$ cat src/rtl/aes_selfcheck_driver_if.sv
// aes_selfcheck_driver_if: key/request/response channels between the self-check driver and the AES core.
interface aes_selfcheck_driver_if #(
   parameter int KEY_W = 256
);
   logic             key_valid;
   logic             key_ready;
   logic [KEY_W-1:0] key_data;
   logic             req_valid;
   logic             req_ready;
   logic             req_decrypt;
   logic [127:0]     req_data;
   logic             resp_valid;
   logic             resp_ready;
   logic [127:0]     resp_data;
   modport master (
      output key_valid, key_data, req_valid, req_decrypt, req_data, resp_ready,
      input  key_ready, req_ready, resp_valid, resp_data
   );
   modport slave (
      input  key_valid, key_data, req_valid, req_decrypt, req_data, resp_ready,
      output key_ready, req_ready, resp_valid, resp_data
   );
endinterface

$ cat src/rtl/aes_selfcheck_driver.sv
// aes_selfcheck_driver: LFSR-driven encrypt/decrypt round-trip checker for the AES core.
module aes_selfcheck_driver #(
   parameter int          NUM_VECTORS = 4,
   parameter int          KEY_W       = 256,
   parameter logic [31:0] SEED        = 32'hACE12017,
   parameter int          TIMEOUT     = 1024,
   localparam int         CW          = $clog2(NUM_VECTORS + 1)
) (
   input  logic                  clk,
   input  logic                  resetH,
   input  logic                  start,
   aes_selfcheck_driver_if.master core,
   output logic                  busy,
   output logic                  done,
   output logic                  timeout_err,
   output logic [CW-1:0]         pass_count,
   output logic [CW-1:0]         fail_count,
   output logic [CW-1:0]         first_fail,
   output logic                  vec_valid,
   output logic [KEY_W-1:0]      vec_key,
   output logic [127:0]          vec_text,
   output logic [127:0]          vec_cipher,
   output logic [127:0]          vec_plain
);
   localparam int          GL   = KEY_W / 32 + 4;
   localparam int          GW   = $clog2(GL);
   localparam int          TW   = $clog2(TIMEOUT + 1);
   localparam logic [31:0] MASK = 32'h80200003;
   typedef enum logic [3:0] {
      S_IDLE, S_GEN, S_KEY, S_ENC_REQ, S_ENC_WAIT, S_DEC_REQ, S_DEC_WAIT, S_CHECK, S_DONE
   } state_t;
   state_t             r_state, w_nxt;
   logic [GW-1:0]      r_gen;
   logic [TW-1:0]      r_tmo;
   logic [CW-1:0]      r_idx;
   logic [31:0]        r_lfsr, w_lfsr;
   logic [KEY_W+127:0] r_kt;
   logic               w_hs, w_timed, w_tmo, w_start;
   assign w_lfsr           = {1'b0, r_lfsr[31:1]} ^ (r_lfsr[0] ? MASK : 32'h0);
   assign {vec_key, vec_text} = r_kt;
   assign w_start          = start && (r_state == S_IDLE || r_state == S_DONE);
   assign core.key_valid   = r_state == S_KEY;
   assign core.key_data    = vec_key;
   assign core.req_valid   = r_state == S_ENC_REQ || r_state == S_DEC_REQ;
   assign core.req_decrypt = r_state == S_DEC_REQ;
   assign core.req_data    = (r_state == S_DEC_REQ) ? vec_cipher : vec_text;
   assign core.resp_ready  = r_state == S_ENC_WAIT || r_state == S_DEC_WAIT;
   assign busy             = !(r_state == S_IDLE || r_state == S_DONE);
   assign done             = r_state == S_DONE;
   assign vec_valid        = r_state == S_CHECK;
   always_comb begin
      w_nxt   = r_state;
      w_hs    = 1'b0;
      w_timed = 1'b0;
      w_tmo   = 1'b0;
      case (r_state)
         S_IDLE, S_DONE: w_nxt = start ? S_GEN : r_state;
         S_GEN:          w_nxt = (r_gen == GW'(GL - 1)) ? S_KEY : S_GEN;
         S_KEY: begin
            w_timed = 1'b1;
            w_hs    = core.key_ready;
            w_nxt   = w_hs ? S_ENC_REQ : S_KEY;
         end
         S_ENC_REQ: begin
            w_timed = 1'b1;
            w_hs    = core.req_ready;
            w_nxt   = w_hs ? S_ENC_WAIT : S_ENC_REQ;
         end
         S_ENC_WAIT: begin
            w_timed = 1'b1;
            w_hs    = core.resp_valid;
            w_nxt   = w_hs ? S_DEC_REQ : S_ENC_WAIT;
         end
         S_DEC_REQ: begin
            w_timed = 1'b1;
            w_hs    = core.req_ready;
            w_nxt   = w_hs ? S_DEC_WAIT : S_DEC_REQ;
         end
         S_DEC_WAIT: begin
            w_timed = 1'b1;
            w_hs    = core.resp_valid;
            w_nxt   = w_hs ? S_CHECK : S_DEC_WAIT;
         end
         S_CHECK: w_nxt = (r_idx == CW'(NUM_VECTORS - 1)) ? S_DONE : S_GEN;
         default: w_nxt = S_IDLE;
      endcase
      // a handshake on the expiry cycle still counts, so only abort without one
      w_tmo = w_timed && !w_hs && (r_tmo == TW'(TIMEOUT - 1));
      if (w_tmo) w_nxt = S_DONE;
   end
   always_ff @(posedge clk or posedge resetH) begin
      if (resetH) begin
         r_state     <= S_IDLE;
         r_gen       <= '0;
         r_tmo       <= '0;
         r_idx       <= '0;
         r_lfsr      <= SEED;
         r_kt        <= '0;
         vec_cipher  <= '0;
         vec_plain   <= '0;
         timeout_err <= 1'b0;
         pass_count  <= '0;
         fail_count  <= '0;
         first_fail  <= CW'(NUM_VECTORS);
      end else begin
         r_state <= w_nxt;
         r_gen   <= (r_state == S_GEN) ? r_gen + 1'b1 : '0;
         r_tmo   <= (w_nxt != r_state) ? '0 : r_tmo + TW'(w_timed);
         if (r_state == S_GEN) begin
            r_lfsr <= w_lfsr;
            r_kt   <= {r_kt[KEY_W+95:0], w_lfsr};
         end
         if (r_state == S_ENC_WAIT && core.resp_valid) vec_cipher <= core.resp_data;
         if (r_state == S_DEC_WAIT && core.resp_valid) vec_plain <= core.resp_data;
         if (w_tmo) timeout_err <= 1'b1;
         if (w_start) begin
            timeout_err <= 1'b0;
            pass_count  <= '0;
            fail_count  <= '0;
            first_fail  <= CW'(NUM_VECTORS);
            r_idx       <= '0;
         end
         if (r_state == S_CHECK) begin
            r_idx <= r_idx + 1'b1;
            if (vec_plain == vec_text) pass_count <= pass_count + 1'b1;
            else begin
               fail_count <= fail_count + 1'b1;
               if (first_fail == CW'(NUM_VECTORS)) first_fail <= r_idx;
            end
         end
      end
   end
endmodule

$ cat src/flat_wrapper.sv
// flat-port wrapper written by rule: the top's interface ports become plain ports
module aes_selfcheck_driver_flat 
#(
   parameter int          NUM_VECTORS = 4,
   parameter int          KEY_W       = 256,
   parameter logic [31:0] SEED        = 32'hACE12017,
   parameter int          TIMEOUT     = 1024,
   localparam int         CW          = $clog2(NUM_VECTORS + 1)
)
  (clk, resetH, start, busy, done, timeout_err, pass_count, fail_count, first_fail, vec_valid, vec_key, vec_text, vec_cipher, vec_plain, core_key_valid, core_key_data, core_req_valid, core_req_decrypt, core_req_data, core_resp_ready, core_key_ready, core_req_ready, core_resp_valid, core_resp_data);
  aes_selfcheck_driver_if #(.KEY_W(KEY_W)) core_i ();
  input  logic clk;
  input  logic resetH;
  input  logic start;
  output logic busy;
  output logic done;
  output logic timeout_err;
  output logic [CW-1:0] pass_count;
  output logic [CW-1:0] fail_count;
  output logic [CW-1:0] first_fail;
  output logic vec_valid;
  output logic [KEY_W-1:0] vec_key;
  output logic [127:0] vec_text;
  output logic [127:0] vec_cipher;
  output logic [127:0] vec_plain;
  output wire logic [$bits(core_i.key_valid)-1:0] core_key_valid;
  output wire logic [$bits(core_i.key_data)-1:0] core_key_data;
  output wire logic [$bits(core_i.req_valid)-1:0] core_req_valid;
  output wire logic [$bits(core_i.req_decrypt)-1:0] core_req_decrypt;
  output wire logic [$bits(core_i.req_data)-1:0] core_req_data;
  output wire logic [$bits(core_i.resp_ready)-1:0] core_resp_ready;
  input wire logic [$bits(core_i.key_ready)-1:0] core_key_ready;
  input wire logic [$bits(core_i.req_ready)-1:0] core_req_ready;
  input wire logic [$bits(core_i.resp_valid)-1:0] core_resp_valid;
  input wire logic [$bits(core_i.resp_data)-1:0] core_resp_data;
  assign core_key_valid = core_i.key_valid;
  assign core_key_data = core_i.key_data;
  assign core_req_valid = core_i.req_valid;
  assign core_req_decrypt = core_i.req_decrypt;
  assign core_req_data = core_i.req_data;
  assign core_resp_ready = core_i.resp_ready;
  assign core_i.key_ready = core_key_ready;
  assign core_i.req_ready = core_req_ready;
  assign core_i.resp_valid = core_resp_valid;
  assign core_i.resp_data = core_resp_data;
  aes_selfcheck_driver #(.NUM_VECTORS(NUM_VECTORS), .KEY_W(KEY_W), .SEED(SEED), .TIMEOUT(TIMEOUT)) u_core (.clk(clk), .resetH(resetH), .start(start), .core(core_i), .busy(busy), .done(done), .timeout_err(timeout_err), .pass_count(pass_count), .fail_count(fail_count), .first_fail(first_fail), .vec_valid(vec_valid), .vec_key(vec_key), .vec_text(vec_text), .vec_cipher(vec_cipher), .vec_plain(vec_plain));
endmodule
$ cat config.mk
export PLATFORM = sky130hd
export DESIGN_NAME = aes_selfcheck_driver_flat
export DESIGN_NICKNAME = d
export VERILOG_FILES = /design/src/rtl/aes_selfcheck_driver_if.sv /design/src/rtl/aes_selfcheck_driver.sv /design/src/flat_wrapper.sv
export SDC_FILE = /design/constraint.sdc
export NUM_CORES = 1
export LEC_CHECK = 0
export BUFFER_PORTS_ARGS = -buffer_cell sky130_fd_sc_hd__buf_2
export CORE_AREA = 2 2 455 457
export DETAILED_ROUTE_END_ITERATION = 7
export DIE_AREA = 0 0 457 459
export GPL_TIMING_DRIVEN = 1
export SLEW_MARGIN = 20
export SYNTH_ARGS = -nofsm -noshare
export SYNTH_HDL_FRONTEND = slang
export SYNTH_SLANG_ARGS = --single-unit
$ cat constraint.sdc
create_clock -name clk -period 15.25 [get_ports clk]
set_input_delay 0 -clock clk [delete_from_list [all_inputs] [get_ports clk]]
set_output_delay 0 -clock clk [all_outputs]
set_load 0.01 [all_outputs]
==> key figures <==
Outcome
  • Status: finished, final reports clean

CTS
  • Cts bufs inserted: 70
  • H-Tree Depth: 3
  • Clock Path Buffers: 3
  • Clock latency on the worst-skew pair: 720 ps
  • CTS tree: done
  • CTS clk-pin slew, worst paths: 60 ps
  • Root buffer cell: clkbuf_16
  • TritonCTS Sinks: ~480

Yosys
  • Synthesis warning total: 0
  • Mapped cell area: 0.0246 mm^2
  • Syn_nets: 2666
  • Post-synth cell types: 52
  • Async SR Flop Fraction: 1.00
  • Avg Synthesized Cell Area: 9.73 um^2
  • Synthesized flop and latch total: ~480
  • Post-Syn Instances: 2525
  • Top FF cell, synth: dfrtp_1
  • Post-synth EDFFs: 0
  • Sequential area share after synthesis: 0.486

Global route
  • Antenna violations before repair: 37
  • Most Crowded Layer GR: met2
  • Largest net degree at the start of global routing: 106
  • Gr usage total: 0.156
  • First-pass GRT wire length: 215000 um
  • Vias in the first global route: 20805
  • Met1 Usage GRT: 0.190
  • M2 GR Usage: 0.252
  • Met3 usage: 0.0586
  • Total grt overflow: 0

Detailed routing
  • Number of iterations in the first detailed-routing pass: 7
  • DRC: 0
  • Number of DRC markers in iteration 0: 1699
  • Total number of vias: 21588
  • Detail Route Antenna Nets: 0
  • Wirelength, routed: 170000 um
  • Routed len/inst: 27.6 um
  • Mean number of vias per cell: 3.51

Timing
  • Final Max Slew Viols: 0
  • Fin worst setup slack: 11210 ps
  • Final min period: 4040 ps
  • Total negative setup slack: 0 ps
  • Period utilization: 0.265
  • Hold Slack: between 90 and 100 ps
  • Final Setup Violations: 0
  • RSZ-0062 raised after global routing: false
  • Slew HR: 0.267
  • Final Hold Violating Endpoints: 0
  • Final Skew: between 50 and 60 ps
  • Slew @ Worst Pin: 1100 ps
  • Highest Clock Rate: 248 MHz

Cells and area
  • Fillers: 22881
  • Nets: between 3000 and 4000
  • Fraction of layout cells with a size suffix above 1: 0.475
  • Register area: ~0.012 mm^2
  • Area taken by multi-input logic gates: around 0.0085 mm^2
  • Area grow syn2layout: 39.0%

Floorplan
  • Die Area: 0.210 mm^2
  • Die height: ~460 um
  • Top-level port count: 1175
  • # rows: 167
  • Core area: 0.206 mm^2
  • Initial Utilization: 0.119
  • Die X: 457 um

Placement
  • IO Port Bufs: 1174
  • Setup WS pre-CTS: 11230 ps
  • Hpwl dp: 135000 um
  • Routability cong.: 0.880

Critical path
  • CP Capture Type: output pin
  • Worst EP arrival: 4040 ps
  • Crit path kind: reg2out
  • WP data required: 15250 ps
  • Crit-path max FO: 50
  • Kind of start point of the critical path: flop

Power and ir drop
  • Maximum VDD drop: 0.130 mV
  • Pleak: between 15 and 20 nW
  • Pwr per Cell Area: 252 mW/mm^2

Hold path
  • Worst Hold Class: in2reg

Flow run
  • MaxCap Viol Count: 0
-- what timing repair did --
action,CTS,global route
hold buffers,159,0
endpoints found under the hold margin,374,0
resized for setup,0,0
setup buffers,0,0
setup endpoints to repair,0,0
-- Yosys cell counts (all sizes together), types with 12 or more instances --
master	number	area, um^2
nand2	881	3310
buf	527	3850
dfrtp	462	11600
mux2	257	2890
xnor2	112	988
clkbuf	70	263
nand4	30	188
nor2	30	115
nor3	21	110
dfstp	14	368
xor2	14	123
nand3	12	70.1
-- where the power goes --
group          total [mW]  leakage, nW  internal, mW  switching (mW)
Clock                1.75         1.16         0.996           0.749
Sequential           2.74         6.13          1.78           0.959
Combinational        4.11         11.0          1.44            2.68
-- critical path, cell delays in order, from the launching register on --
cell and delay, ps:
dfrtp_1 750, nand4bb_4 250, buf_4 400, buf_4 810, nand2_1 590, nand2_1 250
buf_2 170
-- flip-flops by register name (all words and copies together), names as in the netlist, 4 cells and up --
signal,flops
u_core.r_kt,175
u_core.vec_cipher,128
u_core.vec_plain,128
u_core.r_lfsr,13
u_core.r_tmo,11
u_core.r_gen,4
u_core.r_state,4
-- final cells by class --
type,count,share of cell area
diodes,20,0.00147
clock buffers,83,0.0545
clock inverters,43,0.0164
inverters,7,0.00114
multi-input cells,1445,0.250
flip-flops and latches,476,0.350
well taps,2704,0.0991
repair buffers,1372,0.228
-- metrics by stage --
stage          power [mW]  cell area, um^2   util  instances
2_1_floorplan        4.70            24600      -       2525
3_3_place_gp         6.97            30100  0.146       5844
3_5_place_dp         6.98            30100  0.146       5845
4_1_cts              8.83            34100  0.166       6130
5_1_grt              9.14            34100  0.166       6137
6_report             8.60            34100  0.166       6150
-- per-layer routing --
metal / wire, um / vias up / part of all wire
met3: 16000 / 235 / 0.094
met4: 5950 / 2 / 0.035
met5: 13 / - / 0.000077
li1: - / 9314 / -
met1: 69600 / 10776 / 0.41
met2: 78300 / 1261 / 0.46
-- logic make-up after synthesis --
kind of cell / after synthesis / share of synthesized area
flops: 476 / 0.486
simple gates: 1017 / 0.168
fa+ha+maj: 7 / 0.00356
xor+xnor: 126 / 0.0452
buf+inv: 604 / 0.169
mux: 260 / 0.119
compound gates: 35 / 0.0103
-- cells in the final DEF, fill, tap and decap left out, drive strengths merged, types with 2 or more instances in the layout --
cell / instances
nor2: 30
clkinv: 21
nor3: 21
bufinv: 6
inv: 15
buf: 1213
nor2b: 4
and2: 3
a21o: 3
nor4: 9
a22o: 3
a21oi: 6
xor2: 14
and3: 9
diode: 20
o21ai: 10
ha: 7
clkbuf: 83
nand4: 30
mux2i: 3
dlygate4sd3: 159
nand2: 881
nand3b: 2
clkinvlp: 8
dfrtp: 462
nor4b: 2
dfstp: 14
nand3: 12
mux2: 257
o22ai: 5
nor3b: 5
nand2b: 3
xnor2: 112
o31ai: 2
-- final timing paths --
path,from,to,slack [ps],cells past startpoint
setup / recovery,u_core.r_state[1]$_DFF_PP0_,core_req_data[105],11210,6
hold / removal,core_resp_data[56],u_core.vec_plain[56]$_DFFE_PP0P_,90,3
setup reg to reg,u_core.r_kt[31]$_DFFE_PP0P_,u_core.first_fail[1]$_DFF_PP0_,11440,7
hold reg to reg,u_core.r_lfsr[4]$_DFFE_PP1P_,u_core.r_lfsr[4]$_DFFE_PP1P_,460,2
max in group asynchronous,resetH,u_core.vec_plain[66]$_DFFE_PP0P_,11960,7
min in group asynchronous,resetH,u_core.vec_cipher[25]$_DFFE_PP0P_,620,4
Note: power is estimated with default switching activity, not from simulation.
